$ cat src/rtl/pipe_pkg.sv
// Shared types for the pipeline hazard/forwarding controller: the per-stage
// destination/source slot record and the "does this slot write r" predicate.
package pipe_pkg;

   localparam int MAX_REG_W     = 8;
   localparam int FWD_REG       = 0;
   localparam int MAX_FWD_DEPTH = 3;

   typedef logic [MAX_REG_W-1:0] reg_idx_t;

   typedef struct packed {
      logic     valid;
      reg_idx_t rd;
      logic     regwrite;
      logic     memread;
      logic     multicycle;
      reg_idx_t rs1;
      reg_idx_t rs2;
      logic     rs1_used;
      logic     rs2_used;
   } slot_t;

   // x0 is hardwired, so a write to it never produces a forwardable value.
   function automatic logic slot_writes(slot_t s, reg_idx_t r);
      return s.valid && s.regwrite && (s.rd == r) && (r != '0);
   endfunction

endpackage

$ cat src/rtl/hazard_fwd_select.sv
// Priority scan over the post-EX slots for one EX source register; the
// youngest (smallest index) producer wins.
module hazard_fwd_select
   import pipe_pkg::*;
#(
   parameter int FWD_DEPTH = 2,
   parameter int SEL_W     = $clog2(FWD_DEPTH + 1)
) (
   input  slot_t            slots [0:FWD_DEPTH],
   input  reg_idx_t         src,
   input  logic             src_used,
   output logic [SEL_W-1:0] sel
);

   logic unused_meta;

   always_comb begin
      // NOTE: every always_comb output gets a default first, otherwise the paths that skip the assignment infer a latch.
      sel = SEL_W'(FWD_REG);
      if (slots[0].valid && src_used) begin
         for (int k = FWD_DEPTH; k >= 1; k--) begin
            if (slot_writes(slots[k], src)) sel = SEL_W'(k);
         end
      end
   end

   always_comb begin
      unused_meta = 1'b0;
      for (int k = 0; k <= FWD_DEPTH; k++) unused_meta = unused_meta ^ (^slots[k]);
   end

endmodule

$ cat src/rtl/pipe_hazard_ctrl.sv
// Central hazard/forwarding controller: shadow pipeline of EX..bypass metadata,
// EX operand forwarding selects, load-use stall, multi-cycle hold, branch squash.
module pipe_hazard_ctrl
   import pipe_pkg::*;
#(
   parameter int REG_ADDR_W = 5,
   parameter int FWD_DEPTH  = 2,
   parameter int LOAD_LAT   = 1,
   parameter int MC_LAT     = 4,
   parameter int SEL_W      = $clog2(FWD_DEPTH + 1)
) (
   input  logic                  clock,
   input  logic                  reset,
   input  logic                  id_valid,
   input  logic [REG_ADDR_W-1:0] id_rs1,
   input  logic [REG_ADDR_W-1:0] id_rs2,
   input  logic                  id_rs1_used,
   input  logic                  id_rs2_used,
   input  logic [REG_ADDR_W-1:0] id_rd,
   input  logic                  id_regwrite,
   input  logic                  id_memread,
   input  logic                  id_multicycle,
   input  logic                  ex_branch_taken,
   output logic [SEL_W-1:0]      ex_fwd_a,
   output logic [SEL_W-1:0]      ex_fwd_b,
   output logic                  pc_stall,
   output logic                  ifid_stall,
   output logic                  ifid_flush,
   output logic                  idex_bubble,
   output logic                  ex_busy
);

   localparam int MC_W = $clog2(MC_LAT);

   slot_t            slot_q [0:FWD_DEPTH];
   slot_t            id_slot;
   logic [MC_W-1:0]  mc_cnt;
   logic             busy;
   logic             lu_stall;
   logic [SEL_W-1:0] sel_a;
   logic [SEL_W-1:0] sel_b;
   logic             unused_meta;

   always_comb begin
      id_slot            = '0;
      id_slot.valid      = id_valid;
      id_slot.rd         = reg_idx_t'(id_rd);
      id_slot.regwrite   = id_regwrite;
      id_slot.memread    = id_memread;
      id_slot.multicycle = id_multicycle;
      id_slot.rs1        = reg_idx_t'(id_rs1);
      id_slot.rs2        = reg_idx_t'(id_rs2);
      id_slot.rs1_used   = id_rs1_used;
      id_slot.rs2_used   = id_rs2_used;
   end

   assign busy = (mc_cnt != '0);

   // A load still within LOAD_LAT stages of ID cannot supply its data in time.
   always_comb begin
      lu_stall = 1'b0;
      for (int j = 0; j < LOAD_LAT; j++) begin
         if (slot_q[j].memread &&
             ((id_rs1_used && slot_writes(slot_q[j], id_slot.rs1)) ||
              (id_rs2_used && slot_writes(slot_q[j], id_slot.rs2))))
            lu_stall = 1'b1;
      end
      lu_stall = lu_stall & id_valid;
   end

   always_ff @(posedge clock or negedge reset) begin
      if (!reset) begin
         // NOTE: the slot array is control state (valid bits drive stalls), so unlike a data RAM it must be reset.
         for (int k = 0; k <= FWD_DEPTH; k++) slot_q[k] <= '0;
         mc_cnt <= '0;
      end else begin
         // NOTE: non-blocking assignments let every slot read its neighbour's pre-edge value, giving a true shift.
         for (int k = FWD_DEPTH; k >= 2; k--) slot_q[k] <= slot_q[k-1];
         if (busy) begin
            slot_q[1] <= '0;
            mc_cnt    <= mc_cnt - MC_W'(1);
         end else begin
            slot_q[1] <= slot_q[0];
            if (ex_branch_taken || lu_stall) begin
               slot_q[0] <= '0;
            end else begin
               slot_q[0] <= id_slot;
               if (id_valid && id_multicycle) mc_cnt <= MC_W'(MC_LAT - 1);
            end
         end
      end
   end

   hazard_fwd_select #(.FWD_DEPTH(FWD_DEPTH), .SEL_W(SEL_W)) u_fwd_a (
      .slots    (slot_q),
      .src      (slot_q[0].rs1),
      .src_used (slot_q[0].rs1_used),
      .sel      (sel_a)
   );

   hazard_fwd_select #(.FWD_DEPTH(FWD_DEPTH), .SEL_W(SEL_W)) u_fwd_b (
      .slots    (slot_q),
      .src      (slot_q[0].rs2),
      .src_used (slot_q[0].rs2_used),
      .sel      (sel_b)
   );

   // Outputs are forced low for as long as reset is held, including input-driven terms.
   always_comb begin
      ex_fwd_a    = '0;
      ex_fwd_b    = '0;
      pc_stall    = 1'b0;
      ifid_stall  = 1'b0;
      ifid_flush  = 1'b0;
      idex_bubble = 1'b0;
      ex_busy     = 1'b0;
      if (reset) begin
         ex_fwd_a = sel_a;
         ex_fwd_b = sel_b;
         ex_busy  = busy;
         if (busy) begin
            pc_stall   = 1'b1;
            ifid_stall = 1'b1;
         end else if (ex_branch_taken) begin
            ifid_flush  = 1'b1;
            idex_bubble = 1'b1;
         end else if (lu_stall) begin
            pc_stall    = 1'b1;
            ifid_stall  = 1'b1;
            idex_bubble = 1'b1;
         end
      end
   end

   always_comb begin
      unused_meta = 1'b0;
      for (int k = 0; k <= FWD_DEPTH; k++) unused_meta = unused_meta ^ (^slot_q[k]);
   end

endmodule
$ cat config.mk
export PLATFORM = sky130hd
export DESIGN_NAME = pipe_hazard_ctrl
export DESIGN_NICKNAME = d
export VERILOG_FILES = /design/src/rtl/pipe_pkg.sv /design/src/rtl/hazard_fwd_select.sv /design/src/rtl/pipe_hazard_ctrl.sv
export SDC_FILE = /design/constraint.sdc
export NUM_CORES = 1
export LEC_CHECK = 0
export BUFFER_PORTS_ARGS = -buffer_cell sky130_fd_sc_hd__buf_2
export CORE_MARGIN = 2
export CORE_UTILIZATION = 32
export CTS_CLUSTER_DIAMETER = 30
export DETAILED_ROUTE_END_ITERATION = 10
export SLEW_MARGIN = 5
export SYNTH_ARGS = -nofsm -noshare
export SYNTH_HDL_FRONTEND = slang
export SYNTH_HIERARCHICAL = 1
export SYNTH_SLANG_ARGS = --single-unit
$ cat constraint.sdc
create_clock -name clock -period 2.2 [get_ports clock]
set_input_delay 0.44 -clock clock [delete_from_list [all_inputs] [get_ports clock]]
set_output_delay 0.44 -clock clock [all_outputs]
set_load 0.05 [all_outputs]
==> flow_summary_export.csv, run 1 <==
group,metric,value,unit
clock_tree,cts_sinks,36,
placement,gp_congestion,0.838,
placement,io_buffers,32,
critical_path,critical_path.slowest_cell,"or4_4",
floorplanning,die_h,83.9,um
critical_path,crit_path_end,"idex_bubble",
cells_and_area,layout.nets,304,
pwr,comb_power_share,0.434,
floorplanning,num_rows,29,
clock_tree,insertion_delay,290,ps
timing,maxSlewViolCount,0,
outcome,outcome,"complete, but fails checks",
timing,finalHoldViolations,0,
critical_path,r2r_end,"mc_cnt[1]$_DFFE_PN0P_",
cells_and_area,area_growth,36.8,%
drt,routed_wl,4700,um
drt,route.detailed.drc,0,
critical_path,arrival,1890,ps
critical_path,cp-end-kind,"output pin",
clock_tree,cts_buffers,5,
floorplanning,start_util,0.325,
timing,timing.final.crit_share,1.06,
pwr,switchingPower,1.17,mW
critical_path,path_depth,7,
placement,place_inst,339,
critical_path,cp_slowest_stage_delay,550,ps
timing,setup_ws,-130,ps
pwr,totalPowerFinal,3.12,mW
critical_path,critPathRequiredTime,1760,ps
synth,avgSynthCellArea,10.5,um2
clock_tree,cts_hold_buf,0,
clock_tree,clock_path_buffers,2,
critical_path,cp_cell_sequence,"buf_2 > or4_4 > a21oi_2 > or3_4 > nand3b_4 > and3_2 > buf_8",
global_routing,overflow,0,
timing,fmax,429,MHz
placement,place_hpwl,3370,um
critical_path,r2r-start,"slot_q[82]$_DFFE_PN0P_",
clock_tree,h-tree-depth,2,
clock_tree,clk_pin_slew,70,ps
placement,place_area,0.00247,mm2
outcome,violations,"negative setup slack",
pwr,intPower,1.95,mW
critical_path,critPathLaunch,"id_rs1[0]",
pwr,seq_power_share,0.382,
timing,period_needed,2330,ps
clock_tree,cts_tree,"done",
timing,setup_violations,6,
cells_and_area,antenna_cells,0,
timing,setup_tns,-579,ps
cells_and_area,final_cells,357,
drt,antenna_left,0,
floorplanning,die_area,0.00704,mm2
critical_path,r2r_setup_slack,400,ps
min_path,hold_class,"primary input to asynchronous set/reset pin",
global_routing,antenna_found_initial,0,
floorplanning,chipWidth,83.9,um
floorplanning,design.portCount,33,
pwr,swShare,0.374,
pwr,peakVddDrop,760,uV
timing,skew,3.03,ps
clock_tree,root_buffer,"clkbuf_8",
drt,via_per_inst,4.54,
drt,via_count,1621,
placement,dp_slack,-150,ps
critical_path,crit_path_start_kind,"primary input",
synth,postSynthCellCount,195,
global_routing,grt.total_usage,0.139,
floorplanning,core,0.00628,mm2
critical_path,crit_family,"simple AND/OR/NAND/NOR gates",
global_routing,grt_pass1_vias,1682,
timing,rsz0062_at_grt,"true",
synth,synth_area,0.00204,mm2
global_routing,grt_max_degree,31,
drt,drtPass1Iterations,4,
critical_path,timing_worst_setup_path_type,"primary input to output pin",
cells_and_area,drive_gt1_frac,0.318,
critical_path,r2r_cells,6,
drt,first_iter_violations,40,
critical_path,cp_max_fo,3,
job,cap_violations,0,
global_routing,grt_first_pass_wirelength,7730,um
drt,wl_per_cell,13.2,um
cells_and_area,finish.instance_area,0.00279,mm2
pwr,pwr-share-clk,0.184,
pwr,p_leak,1.36,nW
pwr,powerDensity,1120,mW/mm2
critical_path,path_buf_inv,2,
synth,yosysWarnings,6,
==> stage by stage <==
step	hold slack (ps)	utilization
after floorplan	144	-
after global placement	346	0.393
after detailed placement	345	0.393
after CTS	32.2	0.430
after global routing	42.4	0.445
final	31.8	0.445
==> worst min-delay path by stage <==
stage / end / depth (start not counted) / from
2_1_floorplan: mc_cnt[0]$_DFFE_PN0P_ / 0 / reset
3_3_place_gp: slot_q[89]$_DFFE_PN0P_ / 1 / reset
3_5_place_dp: slot_q[79]$_DFFE_PN0P_ / 1 / reset
4_1_cts: slot_q[89]$_DFFE_PN0P_ / 1 / reset
5_1_grt: slot_q[60]$_DFFE_PN0P_ / 1 / reset
6_report: mc_cnt[0]$_DFFE_PN0P_ / 1 / reset
==> area by class of cell <==
class | count | area (um2)
Inverter | 4 | 15.0
Fill cell | 628 | 3480
Tap cell | 77 | 96.3
Clock inverter | 2 | 35.0
Clock buffer | 6 | 72.6
Sequential cell | 36 | 903
Timing Repair Buffer | 58 | 418
Multi-Input combinational cell | 174 | 1250
==> registers in the layout, indices dropped and copies added (netlist names) <==
register and flops:
slot_q 34, mc_cnt 2
==> layout by cell type, fill, tap and decap left out, drive strengths merged <==
cell type  instances
nand3              2
buf               58
xnor2             18
o22ai              1
clkinv             1
nand2b             1
inv                4
a21oi              3
or4                2
nor2               3
ha                 1
nand4              6
xor2              22
a41oi              2
dfrtp             36
nor4               8
and2              10
nor3               4
o21a               1
nand2             26
nand3b             1
mux2i              2
and3               4
conb              30
bufinv             1
o2bb2ai           19
or2b               1
or3                2
nor2b              2
clkbuf             6
and4               3
==> routing by layer <==
layer  vias to the layer above  GRT usage  share of wire  wire length, um
met5                         -          0              0                0
met4                         0     0.0601          0.026              123
met3                        10     0.0317          0.035              165
met2                        31      0.228           0.49             2290
met1                       762      0.174           0.45             2110
li1                        818          -              -                -
==> power by group through the flow <==
stage | combinational (mW) | sequential, mW | clock, mW
CTS | 1.25 | 1.18 | 0.587
detailed placement | 1.11 | 1.20 | 0
global placement | 1.08 | 1.19 | 0
floorplan | 0.892 | 1.12 | 0
finish | 1.35 | 1.19 | 0.575
global route | 1.48 | 1.23 | 0.619
==> timing repair <==
item                                    in CTS  in global routing
pin swaps                                   11                 15
cloned                                       0                  0
endpoints found under the setup margin       7                  8
resized for setup                           21                 13
setup buffers                                6                  4
No activity file was read; power rests on OpenSTA's default activity.
==> run 2: changes to the inputs <==
--- a/config.mk
+++ b/config.mk
@@ -10,6 +10,7 @@
 export CORE_UTILIZATION = 32
 export CTS_CLUSTER_DIAMETER = 30
 export DETAILED_ROUTE_END_ITERATION = 10
+export PLACE_DENSITY_LB_ADDON = 0.05
 export SLEW_MARGIN = 5
 export SYNTH_ARGS = -nofsm -noshare
 export SYNTH_HDL_FRONTEND = slang
==> constraint.sdc (replaced) <==
create_clock -name clock -period 2.2 [get_ports clock]
set_input_delay 0.11 -clock clock [delete_from_list [all_inputs] [get_ports clock]]
set_output_delay 0.11 -clock clock [all_outputs]
set_load 0.05 [all_outputs]
==> run 2 against run 1 <==
  * The flow now finishes without violations
  * Clock skew about the same
  * Largest power group is now sequential cells
  * Power fell by 11%
  * Combinational power shrank 21%
  * Sequential cell count is the same
  * Non-clock buffer count shrank 17
  * Via count is 5.5% lower
  * Critical path depth down 1
  * First-iteration DRC count is 30% higher
  * Final cell count is 4.8% lower
  * Critical endpoint is now ex_fwd_a[1]
  * Final area fell by 10%
==> flow_summary_export.csv, run 2 (same netlist as run 1, synthesis figures left out) <==
group,metric,value,unit
outcome,outcome,"finished clean",
floorplanning,num_rows,29,
cells_and_area,final_cell_mix,"34 x dfrtp_1, 31 x buf_2, 30 x conb_1, 26 x nand2_1, 22 x xor2_1",
timing,setup_violations,0,
placement,io_buffers,32,
drt,via_count,1532,
critical_path,timing_worst_setup_path_type,"flop to output pin",
timing,rsz0062_at_grt,"false",
cells_and_area,top_register,"slot_q",
drt,antenna_left,0,
job,cap_violations,0,
clock_tree,clk_pin_slew,70,ps
floorplanning,design.portCount,33,
clock_tree,root_buffer,"clkbuf_8",
cells_and_area,top_regs,"slot_q x34, mc_cnt x2",
critical_path,cp_max_fo,4,
critical_path,critPathRequiredTime,2090,ps
placement,place_hpwl,3730,um
critical_path,arrival,1970,ps
clock_tree,cts_sinks,36,
drt,route.detailed.drc,0,
pwr,powerDensity,1100,mW/mm2
clock_tree,clock_path_buffers,2,
drt,wl_met3,155,um
min_path,hold_class,"primary input to flop",
drt,wl_per_cell,14.3,um
pwr,p_leak,1.23,nW
cells_and_area,layout.nets,287,
cells_and_area,area_growth,22.7,%
clock_tree,insertion_delay,290,ps
timing,setup_ws,119,ps
clock_tree,h-tree-depth,2,
cells_and_area,final_common_cell,"dfrtp_1",
cells_and_area,drive_gt1_frac,0.224,
floorplanning,start_util,0.325,
critical_path,crit_path_start_kind,"flop",
pwr,peakVddDrop,799,uV
drt,topRoutingLayerUsed,"met4",
global_routing,antenna_found_initial,0,
global_routing,overflow,0,
floorplanning,core,0.00628,mm2
timing,fmax,481,MHz
cells_and_area,largest_reg_flops,34,
timing,skew,3.20,ps
global_routing,grt_first_pass_wirelength,8090,um
global_routing,grt.total_usage,0.147,
placement,dp_slack,315,ps
timing,period_needed,2080,ps
timing,timing.final.crit_share,0.946,
critical_path,cp-end-kind,"output pin",
cells_and_area,antenna_cells,0,
global_routing,grt_pass1_vias,1569,
timing,finalHoldViolations,0,
global_routing,grt_max_degree,32,
drt,drtPass1Iterations,4,
floorplanning,die_area,0.00704,mm2
timing,setup_tns,0,ps
floorplanning,die_h,83.9,um
drt,m1WireLength,2410,um
drt,dr_wl_met2,2240,um
drt,first_iter_violations,52,
clock_tree,cts_tree,"done",
drt,routed_wl,4880,um
floorplanning,chipWidth,83.9,um
timing,maxSlewViolCount,0,
placement,gp_congestion,0.826,
clock_tree,cts_buffers,5,
drt,via_per_inst,4.51,
## run 2: cell types whose count changed in the layout (fill, tap and decap cells not counted), moves of 2 or more
cell,before,now
xnor2_2,3,0
xnor2_1,14,18
buf_6,4,0
nor4_2,4,2
a21oi_1,1,3
buf_4,25,9
nor4_1,4,6
buf_2,25,31
buf_8,4,0
## run 2: metal layers
layer  vias up  GRT usage
met5         -          0
met2        32      0.237
met3         6     0.0277
met4         0     0.0440
met1       706      0.201
li1        788          -
## run 2: path summary, 6_finish.rpt
| path | start | endpoint | slack [ps] | cells past startpoint |
|---|---|---|---|---|
| max in group asynchronous | reset | slot_q[25]$_DFF_PN0_ | 1330 | 3 |
| worst min-delay path | id_rd[1] | slot_q[82]$_DFFE_PN0P_ | 50 | 3 |
| min in group asynchronous | reset | mc_cnt[0]$_DFFE_PN0P_ | 300 | 2 |
| worst min register to register | slot_q[59]$_DFF_PN0_ | slot_q[29]$_DFF_PN0_ | 390 | 0 |
| worst max register to register | slot_q[81]$_DFFE_PN0P_ | mc_cnt[1]$_DFFE_PN0P_ | 500 | 5 |
| worst max-delay path | slot_q[73]$_DFFE_PN0P_ | ex_fwd_a[1] | 120 | 6 |
## run 2: area by class of cell
class / instances / area [um2]
Sequential cell: 36 / 903
Inverter: 4 / 15.0
Clock buffer: 6 / 82.6
Timing Repair Buffer: 41 / 233
Fill cell: 675 / 3770
Multi-Input combinational cell: 174 / 1160
Clock inverter: 2 / 10.0
Tap cell: 77 / 96.3
## run 2: timing repair
item | 4_1_cts | 5_1_grt
hold endpoints to repair | 12 | 0
buffers inserted | 0 | 3
pin swaps | 0 | 2
setup endpoints to repair | 1 | 4
resized for setup | 1 | 2
hold buffers | 1 | 0
## run 2: where the power goes
part           internal [mW]  switching, mW
logic                  0.503          0.566
clock network          0.250          0.240
registers              0.910          0.298
## run 2: worst max-delay path, stage by stage, from the launching register on
cell and delay [ps]:
dfrtp_2 450, xor2_1 160, nor4_2 270, nand4_1 220, and4_1 230, and2_1 140, buf_2 200
## run 2: per-stage QoR
step	cells	hold slack (ps)	power [mW]	area (um2)	utilization
6_report	340	52.4	2.77	2500	0.399
2_1_floorplan	224	-186	2.00	2150	-
3_3_place_gp	328	83.5	2.28	2370	0.378
4_1_cts	337	46.9	2.79	2480	0.395
5_1_grt	340	50.9	2.99	2500	0.399
3_5_place_dp	328	84.7	2.28	2370	0.378
==> run 3: changes to the inputs <==
--- a/config.mk
+++ b/config.mk
@@ -11,8 +11,8 @@
 export CTS_CLUSTER_DIAMETER = 30
 export DETAILED_ROUTE_END_ITERATION = 10
 export PLACE_DENSITY_LB_ADDON = 0.05
+export SETUP_SLACK_MARGIN = 0.2
 export SLEW_MARGIN = 5
 export SYNTH_ARGS = -nofsm -noshare
 export SYNTH_HDL_FRONTEND = slang
-export SYNTH_HIERARCHICAL = 1
 export SYNTH_SLANG_ARGS = --single-unit
==> run 3 against run 2 <==
  * Sequential share of layout area about the same
  * Combinational power up 15%
  * Utilization up 2.2 points
  * Hold slack better by 18 ps
  * Sequential cell count unchanged
  * Die area down 3.0%
  * Clock skew down 0.85 ps
  * Routed wire length down 2.1%
  * Sequential power down 9.9%
  * Worst setup slack better by 4.4 ps
  * First-iteration DRC count up 27%
  * Area after synthesis down 3.1%
==> flow_summary_export.csv, run 3 <==
group,metric,value,unit
placement,gp_congestion,0.836,
job,cap_violations,0,
drt,antenna_left,0,
drt,wl_per_cell,15.7,um
global_routing,grt_first_pass_wirelength,7960,um
timing,setup_violations,0,
drt,via_count,1420,
synth,synthTopCellsByCount,"36 x dfrtp_1, 26 x xnor2_1, 24 x inv_1",
synth,postSynthCellCount,185,
timing,fmax,482,MHz
critical_path,crit_path_start_kind,"flop",
critical_path,arrival,1970,ps
synth,synth-seq-cells,36,
timing,timing.final.crit_share,0.944,
drt,dr_wl_met2,2410,um
clock_tree,cts_tree,"done",
pwr,powerDensity,1100,mW/mm2
cells_and_area,largest_reg_flops,34,
floorplanning,start_util,0.332,
timing,skew,2.36,ps
timing,finalHoldViolations,0,
pwr,p_leak,1.10,nW
global_routing,grt.total_usage,0.161,
critical_path,cp_max_fo,3,
floorplanning,core,0.00596,mm2
drt,topRoutingLayerUsed,"met4",
global_routing,antenna_found_initial,0,
timing,maxSlewViolCount,0,
floorplanning,chipWidth,82.6,um
floorplanning,die_h,82.6,um
timing,rsz0062_at_grt,"true",
synth,avgSynthCellArea,10.7,um2
clock_tree,insertion_delay,290,ps
drt,drtPass1Iterations,4,
synth,synth_area,0.00198,mm2
cells_and_area,utilization,0.421,
floorplanning,design.portCount,33,
synth,synth_top_area_frac,0.455,
synth,post-synth-top-area-cell,"dfrtp_1",
timing,max_slew_margin,0.620,
outcome,outcome,"finished clean",
drt,m1WireLength,2130,um
placement,place_inst,288,
timing,period_needed,2080,ps
drt,route.detailed.drc,0,
cells_and_area,final_common_cell,"dfrtp_1",
placement,place_hpwl,3610,um
synth,ys.flop_type,"dfrtp_1",
critical_path,cp_cell_sequence,"xnor2_2 > nand4_1 > nor4_4 > or3_4 > and3_4 > buf_8",
clock_tree,cts_sinks,36,
pwr,peakVddDrop,645,uV
timing,holdWs,70.4,ps
cells_and_area,antenna_cells,0,
timing,tightest_slew,562,ps
min_path,hold_class,"primary input to flop",
drt,via_per_inst,4.66,
pwr,totalPowerFinal,2.77,mW
cells_and_area,drive_gt1_frac,0.413,
synth,synth_edf_count,0,
synth,synthTopCellsByArea,"dfrtp_1 46%, o22ai_2 13%, xnor2_1 12%",
drt,wl_met3,188,um
clock_tree,root_buffer,"clkbuf_8",
critical_path,cp-end-kind,"output pin",
drt,first_iter_violations,66,
cells_and_area,final_cells,305,
synth,yosysSeqAreaShare,0.455,
clock_tree,clock_path_buffers,2,
critical_path,critical_path.slowest_cell,"dfrtp_2",
drt,routed_wl,4770,um
cells_and_area,top_regs,"slot_q x34, mc_cnt x2",
global_routing,grt_max_degree,33,
critical_path,timing_worst_setup_path_type,"flop to output pin",
synth,synth-async-reset-ratio,1.00,
critical_path,cp_slowest_stage_delay,460,ps
synth,yosysWarnings,0,
global_routing,overflow,0,
global_routing,grt_pass1_vias,1533,
cells_and_area,final_cell_mix,"32 x dfrtp_1, 27 x buf_2, 23 x inv_1, 21 x xnor2_1",
floorplanning,die_area,0.00683,mm2
synth,synth_cell_types,33,
cells_and_area,layout.nets,255,
placement,io_buffers,32,
synth,synth_nets,210,
cells_and_area,top_register,"slot_q",
clock_tree,cts_buffers,5,
synth,yosysMostFrequentCell,"dfrtp_1",
timing,setup_tns,0,ps
clock_tree,h-tree-depth,2,
critical_path,critPathRequiredTime,2090,ps
floorplanning,num_rows,28,
cells_and_area,area_growth,26.8,%
clock_tree,clk_pin_slew,70,ps
## run 3: power breakdown
group	switching (mW)	internal, mW
logic	0.652	0.580
registers	0.218	0.870
clock network	0.232	0.215
## run 3: worst paths after layout
kind,startpoint,slack (ps),endpoint,cells after the start
worst max-delay path,slot_q[83]$_DFFE_PN0P_,120,idex_bubble,6
worst min-delay path,id_rd[2],70,slot_q[83]$_DFFE_PN0P_,3
worst max register to register,slot_q[83]$_DFFE_PN0P_,310,mc_cnt[0]$_DFFE_PN0P_,8
worst min register to register,slot_q[50]$_DFF_PN0_,430,slot_q[20]$_DFF_PN0_,0
max in group asynchronous,reset,1370,slot_q[82]$_DFFE_PN0P_,3
min in group asynchronous,reset,200,slot_q[79]$_DFFE_PN0P_,2
## run 3: metal layers
layer | global-route usage | vias up
met2 | 0.262 | 31
met3 | 0.0391 | 4
met1 | 0.209 | 672
met4 | 0.0541 | 0
li1 | - | 713
met5 | 0 | -
## run 3: final cells by class
type / instances / area, um2
fill: 619 / 3450
multi-input combinational: 116 / 1000
sequential: 36 / 906
timing repair buffer: 47 / 337
tap: 75 / 93.8
inverter: 24 / 90.1
clock buffer: 6 / 72.6
clock inverter: 1 / 5.00
## run 3: per-stage QoR
stage          instance area, um2  worst slack [ps]
3_3_place_gp                 2190               208
4_1_cts                      2380               133
3_5_place_dp                 2190               114
2_1_floorplan                1990              74.7
5_1_grt                      2510              5.22
6_report                     2510               123
## run 3: timing repair
item	CTS	global route
hold endpoints to repair	4	0
buffers inserted	6	2
resized for setup	15	20
gates cloned	0	1
pin swaps	7	5
setup endpoints to repair	17	20
hold buffers	1	0
## run 3: logic make-up after synthesis
logic type | count (synthesis) | share of synthesized area
and+or+nand+nor | 57 | 0.154
DFF | 36 | 0.455
buffers and inverters | 33 | 0.0949
AOI/OAI and AO/OA | 28 | 0.155
xor gates and xnor gates | 28 | 0.124
muxes | 2 | 0.0108
adders and majority gates | 1 | 0.00632
## run 3: worst max-delay path, delay by kind of cell, from the launching register on
| family | cells | cell delay, ps |
|---|---|---|
| XOR/XNOR | 1 | 160 |
| flip-flops | 1 | 460 |
| AND/OR/NAND/NOR | 4 | 920 |
| buffers and inverters | 1 | 140 |
